$ cat src/rtl/fetch_unit.sv
// Instruction fetch stage: owns the PC, issues in-order imem word reads and buffers
// {instruction, pc} pairs for decode; handles redirects, stale-response drain and misaligned targets.
module fetch_unit #(
    parameter logic [31:0] RESET_PC = 32'h0000_0000,
    parameter int unsigned DEPTH    = 2
) (
    input  logic        clk,
    input  logic        rst_n,
    output logic        imem_req_valid,
    input  logic        imem_req_ready,
    output logic [31:0] imem_addr,
    input  logic        imem_rsp_valid,
    input  logic [31:0] imem_rsp_data,
    input  logic        redirect_valid,
    input  logic [31:0] redirect_pc,
    output logic        out_valid,
    input  logic        out_ready,
    output logic [31:0] out_instruction,
    output logic [31:0] out_pc,
    output logic        out_fault
);

    localparam int unsigned PW = (DEPTH > 1) ? $clog2(DEPTH) : 1;
    localparam int unsigned CW = $clog2(DEPTH + 1);
    localparam int unsigned SW = CW + 2;

    typedef enum logic {
        RUN,
        FAULT
    } state_e;

    state_e         state_q;
    logic [31:0]    pc_q, pc_d;
    logic [CW-1:0]  occ_q, occ_d;
    logic [CW-1:0]  infl_q, infl_d;
    logic [CW-1:0]  disc_q, disc_d;
    logic [PW-1:0]  fifo_rd_q, fifo_wr_q;
    logic [PW-1:0]  pcq_rd_q, pcq_wr_q;
    logic [31:0]    fifo_data_q [DEPTH];
    logic [31:0]    fifo_pc_q   [DEPTH];
    logic [31:0]    pcq_q       [DEPTH];

    logic           pop;
    logic           req_fire;
    logic           rsp_keep;
    logic           rsp_drop;
    logic [SW-1:0]  used;

    function automatic logic [PW-1:0] ptr_inc(input logic [PW-1:0] p);
        return (p == PW'(DEPTH - 1)) ? '0 : p + PW'(1);
    endfunction

    assign out_fault       = (state_q == FAULT);
    assign out_valid       = !redirect_valid && (out_fault || (occ_q != '0));
    assign out_instruction = out_fault ? 32'h0000_0000 : fifo_data_q[fifo_rd_q];
    assign out_pc          = out_fault ? pc_q : fifo_pc_q[fifo_rd_q];
    assign imem_addr       = pc_q;

    // Credit covers buffered, in-flight and still-draining stale slots; a same-cycle pop frees one.
    always_comb begin
        used           = SW'(occ_q) + SW'(infl_q) + SW'(disc_q);
        pop            = out_valid && out_ready && (state_q == RUN);
        imem_req_valid = rst_n && (state_q == RUN) && !redirect_valid
                         && (used < (SW'(DEPTH) + SW'(pop)));
        req_fire       = imem_req_valid && imem_req_ready;
        rsp_drop       = imem_rsp_valid && (disc_q != '0);
        rsp_keep       = imem_rsp_valid && (disc_q == '0) && !redirect_valid;
    end

    always_comb begin
        pc_d   = pc_q;
        occ_d  = occ_q;
        infl_d = infl_q;
        disc_d = disc_q;
        if (redirect_valid) begin
            // Everything still outstanding becomes stale, less any response landing now.
            pc_d   = redirect_pc;
            occ_d  = '0;
            infl_d = '0;
            disc_d = disc_q + infl_q - CW'(imem_rsp_valid);
        end else begin
            if (req_fire) begin
                pc_d = pc_q + 32'd4;
            end
            occ_d  = occ_q + CW'(rsp_keep) - CW'(pop);
            infl_d = infl_q + CW'(req_fire) - CW'(rsp_keep);
            disc_d = disc_q - CW'(rsp_drop);
        end
    end

    always_ff @(posedge clk or negedge rst_n) begin
        if (!rst_n) begin
            state_q     <= RUN;
            pc_q        <= RESET_PC;
            occ_q       <= '0;
            infl_q      <= '0;
            disc_q      <= '0;
            fifo_rd_q   <= '0;
            fifo_wr_q   <= '0;
            pcq_rd_q    <= '0;
            pcq_wr_q    <= '0;
            fifo_data_q <= '{default: '0};
            fifo_pc_q   <= '{default: '0};
            pcq_q       <= '{default: '0};
        end else begin
            pc_q   <= pc_d;
            occ_q  <= occ_d;
            infl_q <= infl_d;
            disc_q <= disc_d;
            if (redirect_valid) begin
                state_q   <= (redirect_pc[1:0] != 2'b00) ? FAULT : RUN;
                fifo_rd_q <= '0;
                fifo_wr_q <= '0;
                pcq_rd_q  <= '0;
                pcq_wr_q  <= '0;
            end else begin
                if (req_fire) begin
                    pcq_q[pcq_wr_q] <= pc_q;
                    pcq_wr_q        <= ptr_inc(pcq_wr_q);
                end
                if (rsp_keep) begin
                    fifo_data_q[fifo_wr_q] <= imem_rsp_data;
                    fifo_pc_q[fifo_wr_q]   <= pcq_q[pcq_rd_q];
                    fifo_wr_q              <= ptr_inc(fifo_wr_q);
                    pcq_rd_q               <= ptr_inc(pcq_rd_q);
                end
                if (pop) begin
                    fifo_rd_q <= ptr_inc(fifo_rd_q);
                end
            end
        end
    end

    // Memory must never answer a request we did not issue.
    a_rsp_has_request: assert property (@(posedge clk) disable iff (!rst_n)
        imem_rsp_valid |-> ((infl_q != '0) || (disc_q != '0)));

endmodule
$ cat config.mk
export PLATFORM = sky130hd
export DESIGN_NAME = fetch_unit
export DESIGN_NICKNAME = d
export VERILOG_FILES = /design/src/rtl/fetch_unit.sv
export SDC_FILE = /design/constraint.sdc
export NUM_CORES = 1
export LEC_CHECK = 0
export CORE_MARGIN = 2
export CORE_UTILIZATION = 55
export CTS_CLUSTER_DIAMETER = 50
export DETAILED_ROUTE_END_ITERATION = 7
export PLACE_DENSITY = 0.82
export SYNTH_ARGS = -nofsm -noshare
export SYNTH_HDL_FRONTEND = slang
export SYNTH_SLANG_ARGS = --single-unit
$ cat constraint.sdc
create_clock -name clk -period 8.4 [get_ports clk]
set_clock_uncertainty 0.1 [all_clocks]
set_input_delay 1.68 -clock clk [delete_from_list [all_inputs] [get_ports clk]]
set_output_delay 1.68 -clock clk [all_outputs]
set_load 0.03 [all_outputs]
==> results.yml <==
status:
  outcome: "complete, no violations"
power_and_ir_drop:
  p_total_mw: 3.77
  power.leakage_nw: 5.78
  peakVddDrop_uv: 152
  p_per_cell_area_nw_per_um2: 278
route:
  drt_iter0_drc: 622
  drtAntennaViolNets: 0
  detail_route.wirelength_um: 25100
  dr.pass1.iters: 5
  via_total_after_detailed_routing: 7986
  wire_per_inst_um: 17.9
  detail_route.vias_per_cell: 5.71
  drcViolationCount: 0
synth:
  synth_flop_cell: "dfrtp_1"
  synthesis.area_um2: 11000
  sequential_cell_area_fraction_in_the_yosys_report: 0.532
  synth_top_cell_by_area: "dfrtp_1"
  synth_fp_nets: 1070
  yosys.cell_types.count: 48
  ys_async_sr_fraction: 1.00
  synth_top_cell_area_share: 0.532
  yosysMostFrequentCell: "dfrtp_1"
  yosys_warnings: 0
  number_of_enable_type_register_cells_in_the_synthesized_netlist: 0
  synth.ff_latch_count: 235
  post_synth_main_area_contributors: "dfrtp_1, mux2_2, mux2i_1"
  syn_inst_count: 989
  avg_inst_size_synth_um2: 11.2
  synth.cells.most_frequent: "dfrtp_1, mux2_2, nand2_1"
timing:
  period_share: 0.645
  holdWs_ns: 0.381
  worst_pin_slew_ns: 1.12
  grt_setup_unrepaired: "no"
  fin_ws_ns: 2.98
  layout_min_cycle_time_ns: 5.42
  worst_slew_margin_rel: 0.251
  fmax_mhz: 185
  finalMaxSlewViolations: 0
  timing.final.hold_violations: 0
  setup_tns_ns: 0
  setup_viol: 0
worst_hold_path:
  hp-class: "reg2reg"
cells_and_area:
  postLayoutCellArea_um2: 13600
  syn_to_final_growth_pct: 22.9
  drive_gt1_frac: 0.163
  final_util: 0.693
  post_layout_nonfiller_instances: 1399
  fin_nets: 1202
place:
  portBuffers: 168
  place_area_um2: 12800
  placed_cells_incl_taps: 1359
  hpwl_um: 16000
  post-place-ws_ns: 2.88
  gp_congestion: 0.781
setup_path:
  crit_required_ns: 6.62
  critical_path.startpoint_type: "input port"
  critical_path_data_arrival_time_ns: 3.64
  end_kind: "output pin"
  critPathKind: "in2out"
  crit_chain: "buf_8 > nand2_1 > a2111oi_0 > clkdlybuf4s50_1"
  cpMaxStageDelayCell: "clkdlybuf4s50_1"
  largest_fanout_on_the_critical_path: 112
  crit_path_max_incr_delay_ns: 0.77
global_route:
  globalRouteTotalUtil: 0.233
  met3_usage: 0.0310
  grt_pass1_vias: 7892
  grt_overflow: 0
  antenna_found_initial: 1
  grtUsageMet1: 0.330
  largest_net_degree_at_the_start_of_global_routing: 113
  grt_first_pass_wirelength_um: 40900
  grt_most_used_layer: "met2"
  met2_usage: 0.376
clocking:
  cts-buffers-inserted: 25
  post_cts.repair.setup_buffers: 0
  cts_max_path_buffers: 3
  clkSlewWorstSetupHoldPaths_ns: 0.06
  clock_insertion_delay_worst_skew_ns: 0.52
  cts_sinks: 235
  cts_hold_repair.buffers: 0
  root_buffer: "clkbuf_16"
  cts_repair_resize_count: 0
  cts_tree: "built"
  htreeDepth: 1
job:
  maxCapViolations: 0
die:
  core_um2: 19600
  initial_utilization: 0.564
  die_area_um2: 21200
  fp.dieW_um: 146
  chipHeight_um: 146
  core.rowCount: 51
  top_level_ports: 169
## state kept, by name (all words and copies together), names as in the netlist
name	cells
pcq_q	64
fifo_pc_q	64
fifo_rd_q	1
occ_q	2
infl_q	2
out_fault	1
pcq_rd_q	1
fifo_data_q	64
disc_q	2
fifo_wr_q	1
imem_addr	32
pcq_wr_q	1
## cell usage in the layout, fill, tap and decap left out, types with 2 or more instances in the layout
cell / count
a21oi_1: 39
a221o_1: 2
a22oi_1: 2
a31oi_1: 8
a32oi_1: 2
a41oi_1: 2
and2_1: 7
and3_1: 9
and4_1: 3
buf_4: 9
clkbuf_1: 5
clkbuf_16: 25
clkbuf_8: 6
clkdlybuf4s50_1: 166
clkinv_2: 2
dfrtp_1: 232
dfrtp_2: 2
fa_1: 2
ha_1: 9
inv_1: 17
mux2_1: 2
mux2_2: 128
mux2i_1: 99
nand2_1: 99
nand3_1: 11
nand4_1: 12
nor2_1: 83
nor2_4: 3
nor2b_1: 2
nor3_1: 3
nor4_2: 2
o211ai_1: 7
o21a_1: 2
o21ai_0: 89
o311ai_0: 7
o311ai_1: 6
xnor2_1: 10
xor2_1: 2
## power by group
| group | internal, mW | switching [mW] | total [mW] |
|---|---|---|---|
| logic | 0.520 | 0.517 | 1.04 |
| clock network | 0.593 | 0.419 | 1.01 |
| registers | 1.47 | 0.244 | 1.72 |
| total | 2.59 | 1.18 | 3.77 |
## path summary, 6_finish.rpt
path,startpoint,end,slack [ns],cells past startpoint
worst max register to register,occ_q[1]$_DFF_PN0_,pcq_q[32]$_DFFE_PN0P_,3.92,9
worst max-delay path,rst_n,imem_req_valid,2.98,4
min in group asynchronous,rst_n,imem_addr[0]$_DFFE_PN0P_,1.11,1
max in group asynchronous,rst_n,fifo_rd_q$_DFFE_PN0P_,5.54,2
worst min register to register,fifo_pc_q[9]$_DFFE_PN0P_,fifo_pc_q[9]$_DFFE_PN0P_,0.38,2
worst min-delay path,fifo_pc_q[9]$_DFFE_PN0P_,fifo_pc_q[9]$_DFFE_PN0P_,0.38,2
## routing by layer
metal,up-vias,part of all wire
met4,0,0.024
met3,48,0.048
met5,-,0
met1,3998,0.45
li1,3729,-
met2,211,0.48
## final cells by class
cell class | instances | area (um2)
fill | 1458 | 6010
sequential | 235 | 5890
multi-input combinational | 664 | 4790
timing repair buffer | 177 | 1750
clock buffer | 36 | 727
tap | 265 | 332
inverter | 18 | 67.6
clock inverter | 3 | 18.8
antenna | 1 | 2.50
## logic make-up (layout without fill, tap and decap cells)
kind of cell	after synthesis	in the layout	synth area share
muxes	229	229	0.222
other	0	1	0
buffers and inverters	90	234	0.0356
and+or+nand+nor	240	240	0.0959
xor gates and xnor gates	12	12	0.00951
AOI/OAI and AO/OA	172	172	0.0906
adders and majority gates	11	11	0.0138
DFF	235	235	0.532
## critical path, delay by kind of cell
family                 cells  cell delay, ns
AOI/OAI and AO/OA          1            0.47
buffers and inverters      2            1.33
and+or+nand+nor            1            0.09
No activity file was read; power rests on OpenSTA's default activity.
==> variant: new RTL, same flow settings <==
Register the output `out_fault`, without a reset; this adds one clock of latency there. The other outputs are not delayed to match.
--- a/src/rtl/fetch_unit.sv
+++ b/src/rtl/fetch_unit.sv
@@ -31,2 +31,4 @@
 
+    logic out_fault_d;
+
     state_e         state_q;
@@ -52,6 +54,6 @@
 
-    assign out_fault       = (state_q == FAULT);
-    assign out_valid       = !redirect_valid && (out_fault || (occ_q != '0));
-    assign out_instruction = out_fault ? 32'h0000_0000 : fifo_data_q[fifo_rd_q];
-    assign out_pc          = out_fault ? pc_q : fifo_pc_q[fifo_rd_q];
+    assign out_fault_d     = (state_q == FAULT);
+    assign out_valid       = !redirect_valid && (out_fault_d || (occ_q != '0));
+    assign out_instruction = out_fault_d ? 32'h0000_0000 : fifo_data_q[fifo_rd_q];
+    assign out_pc          = out_fault_d ? pc_q : fifo_pc_q[fifo_rd_q];
     assign imem_addr       = pc_q;
@@ -137,2 +139,6 @@
 
+    always_ff @(posedge clk) begin
+        out_fault <= out_fault_d;
+    end
+
 endmodule
Formal check against the unedited RTL: not equivalent (a bounded check fails within 4 cycles, from zero or initial values and one cycle with rst_n low).
==> variant against the original RTL <==
  * Design area is 0.88% higher
  * Sequential share of layout area is 0.23 points lower
  * Setup slack better by 0.15 ns
  * Global-route usage is 0.26 points higher
  * Total power is 0.87% higher
  * Register-to-register slack better by 0.56 ns
  * Routed wire length is 2.0% lower
  * Via count is 0.15% lower
  * Die area is 0.76% higher
  * Sequential cell count is 1 higher
  * Utilization is 0.96 points lower
  * Critical endpoint unchanged
  * Area after synthesis is 0.78% higher
==> variant: results (changes against the original RTL) <==
.. list-table::
   :header-rows: 1

   * - Metric
     - Value
   * - Status
     - completed
   * - WL/cell
     - 17.4 um (-3.1%)
   * - Resize count post-CTS
     - 0 (unchanged)
   * - Endpoint of the worst register-to-register path
     - pcq_q[63]
   * - Max FO, Critical Path
     - 2 (-98%)
   * - Sequential-to-total area share from yosys stat
     - 53.0% (-0.23 points)
   * - Number of antenna cells inserted
     - 0 (-1)
   * - CP max stage delay
     - 0.75 ns (-0.02 ns)
   * - Setup slack of the most critical reg-to-reg path
     - 4.48 ns (+0.56 ns)
   * - Number of instances in the synthesized netlist
     - 993 (+0.40%)
   * - Yosys Warn Count
     - 0 (unchanged)
   * - Number of nets in the layout
     - 1208 (+0.50%)
   * - Wire length of the first global-routing pass
     - 41200 um (+0.96%)
   * - Global routing usage summed across all routing layers
     - 23.6% (+0.26 points)
   * - Dpl cell area
     - 12900 um^2 (+0.54%)
   * - Starting DRT DRC Count
     - 396 (-36%)
   * - Fraction of final layout cells with drive strength greater than 1
     - 13.5% (-2.8 points)
   * - Number of distinct library cell variants in the gate-level netlist after synthesis
     - 56 (+17%)
   * - Cell class contributing the biggest share of worst-path delay
     - buffers and inverters
   * - Most used standard cells in the synthesized netlist
     - sky130_fd_sc_hd__dfrtp_1, sky130_fd_sc_hd__nand2_1, sky130_fd_sc_hd__mux2i_1
   * - Port-buffer cells
     - 168 (unchanged)
   * - Leakage
     - 5.88 nW (+1.6%)
   * - Number of standard cells in the final layout excluding fillers
     - 1415 (+1.1%)
   * - Critical path launch point
     - out_ready
   * - Synth area leaders
     - sky130_fd_sc_hd__dfrtp_1, sky130_fd_sc_hd__mux2i_1, sky130_fd_sc_hd__mux2_2
   * - Max IR drop VDD
     - 0.159 mV (+5.0%)
   * - Via density
     - 5.64 (-1.3%)
   * - Initial antenna violation count
     - 0 (-1)
   * - Worst setup path endpoint
     - imem_req_valid
   * - HPWL after detailed placement
     - 15900 um (-0.54%)
   * - Detailed-router iteration count before antenna repair
     - 5 (unchanged)
   * - Async SR Flop Fraction
     - 99.6% (-0.42 points)
   * - Vias in the first global route
     - 8092 (+2.5%)
   * - Slew of the pin with the lowest slew margin
     - 1.11 ns (-0.0109 ns)
   * - Maximum number of pins on one net before global-route repair
     - 100 (-12%)
   * - Placer's final routability congestion estimate
     - 0.809 (+3.6%)
   * - Insertion delay to the later sink of the worst-skew pair
     - a little over 0.5 ns
   * - Worst reg2reg path depth
     - 10 (+1)
   * - Post-Syn Nets
     - 1074 (+0.37%)
-- variant: final cells by class --
class / count / area (um^2)
clock buffers: 40 / 762
inverters: 19 / 71.3
repair buffers: 178 / 1760
multi-input cells: 667 / 4820
fillers: 1509 / 6340
flip-flops and latches: 236 / 5910
well taps: 270 / 338
clock inverters: 5 / 36.3
-- variant: worst min path at each step --
stage                             start             to  slack [ns]  cells after the start
after floorplan             out_fault_d      out_fault        0.24                      0
after CTS                 fifo_pc_q[11]  fifo_pc_q[11]        0.38                      2
after global placement    fifo_pc_q[11]  fifo_pc_q[11]        0.36                      2
after global routing          pcq_q[35]      pcq_q[35]        0.40                      1
final                     fifo_pc_q[14]  fifo_pc_q[14]        0.38                      2
after detailed placement  fifo_pc_q[11]  fifo_pc_q[11]        0.37                      2
-- variant: per-layer routing --
metal,GRT usage (%),vias up,share of wire [%]
met3,3.25,52,4.9
li1,-,3754,-
met5,0,-,0
met4,8.06,0,3.1
met2,39.3,214,48
met1,32.1,3954,44
-- variant: kinds of logic (layout without fill, tap and decap cells) --
| logic type | after synthesis | count (layout) | share of synthesized area, % |
|---|---|---|---|
| AOI/OAI and AO/OA | 160 | 160 | 8.37 |
| xor gates and xnor gates | 12 | 12 | 0.944 |
| adders and majority gates | 11 | 11 | 1.37 |
| buffers and inverters | 90 | 242 | 3.79 |
| DFF | 236 | 236 | 53.0 |
| muxes | 229 | 229 | 22.0 |
| and+or+nand+nor | 255 | 255 | 10.5 |
-- variant: per-stage QoR --
stage,total power [mW],hold slack [ns],setup WS [ns]
2_1_floorplan,2.40,0.242,3.18
3_3_place_gp,2.72,0.360,3.08
3_5_place_dp,2.77,0.370,3.13
4_1_cts,3.84,0.382,3.10
5_1_grt,4.03,0.395,3.03
6_report,3.80,0.378,3.13
-- variant: worst min-delay path, cell delays in order, from the launching register on --
cell	delay (ns)
sky130_fd_sc_hd__dfrtp_1	0.34
sky130_fd_sc_hd__nand2_1	0.04
sky130_fd_sc_hd__o21ai_0	0.06
-- variant: power by group --
part	switching [mW]	internal, mW	total [mW]
combinational	0.526	0.507	1.03
sequential	0.236	1.48	1.72
clock	0.431	0.621	1.05
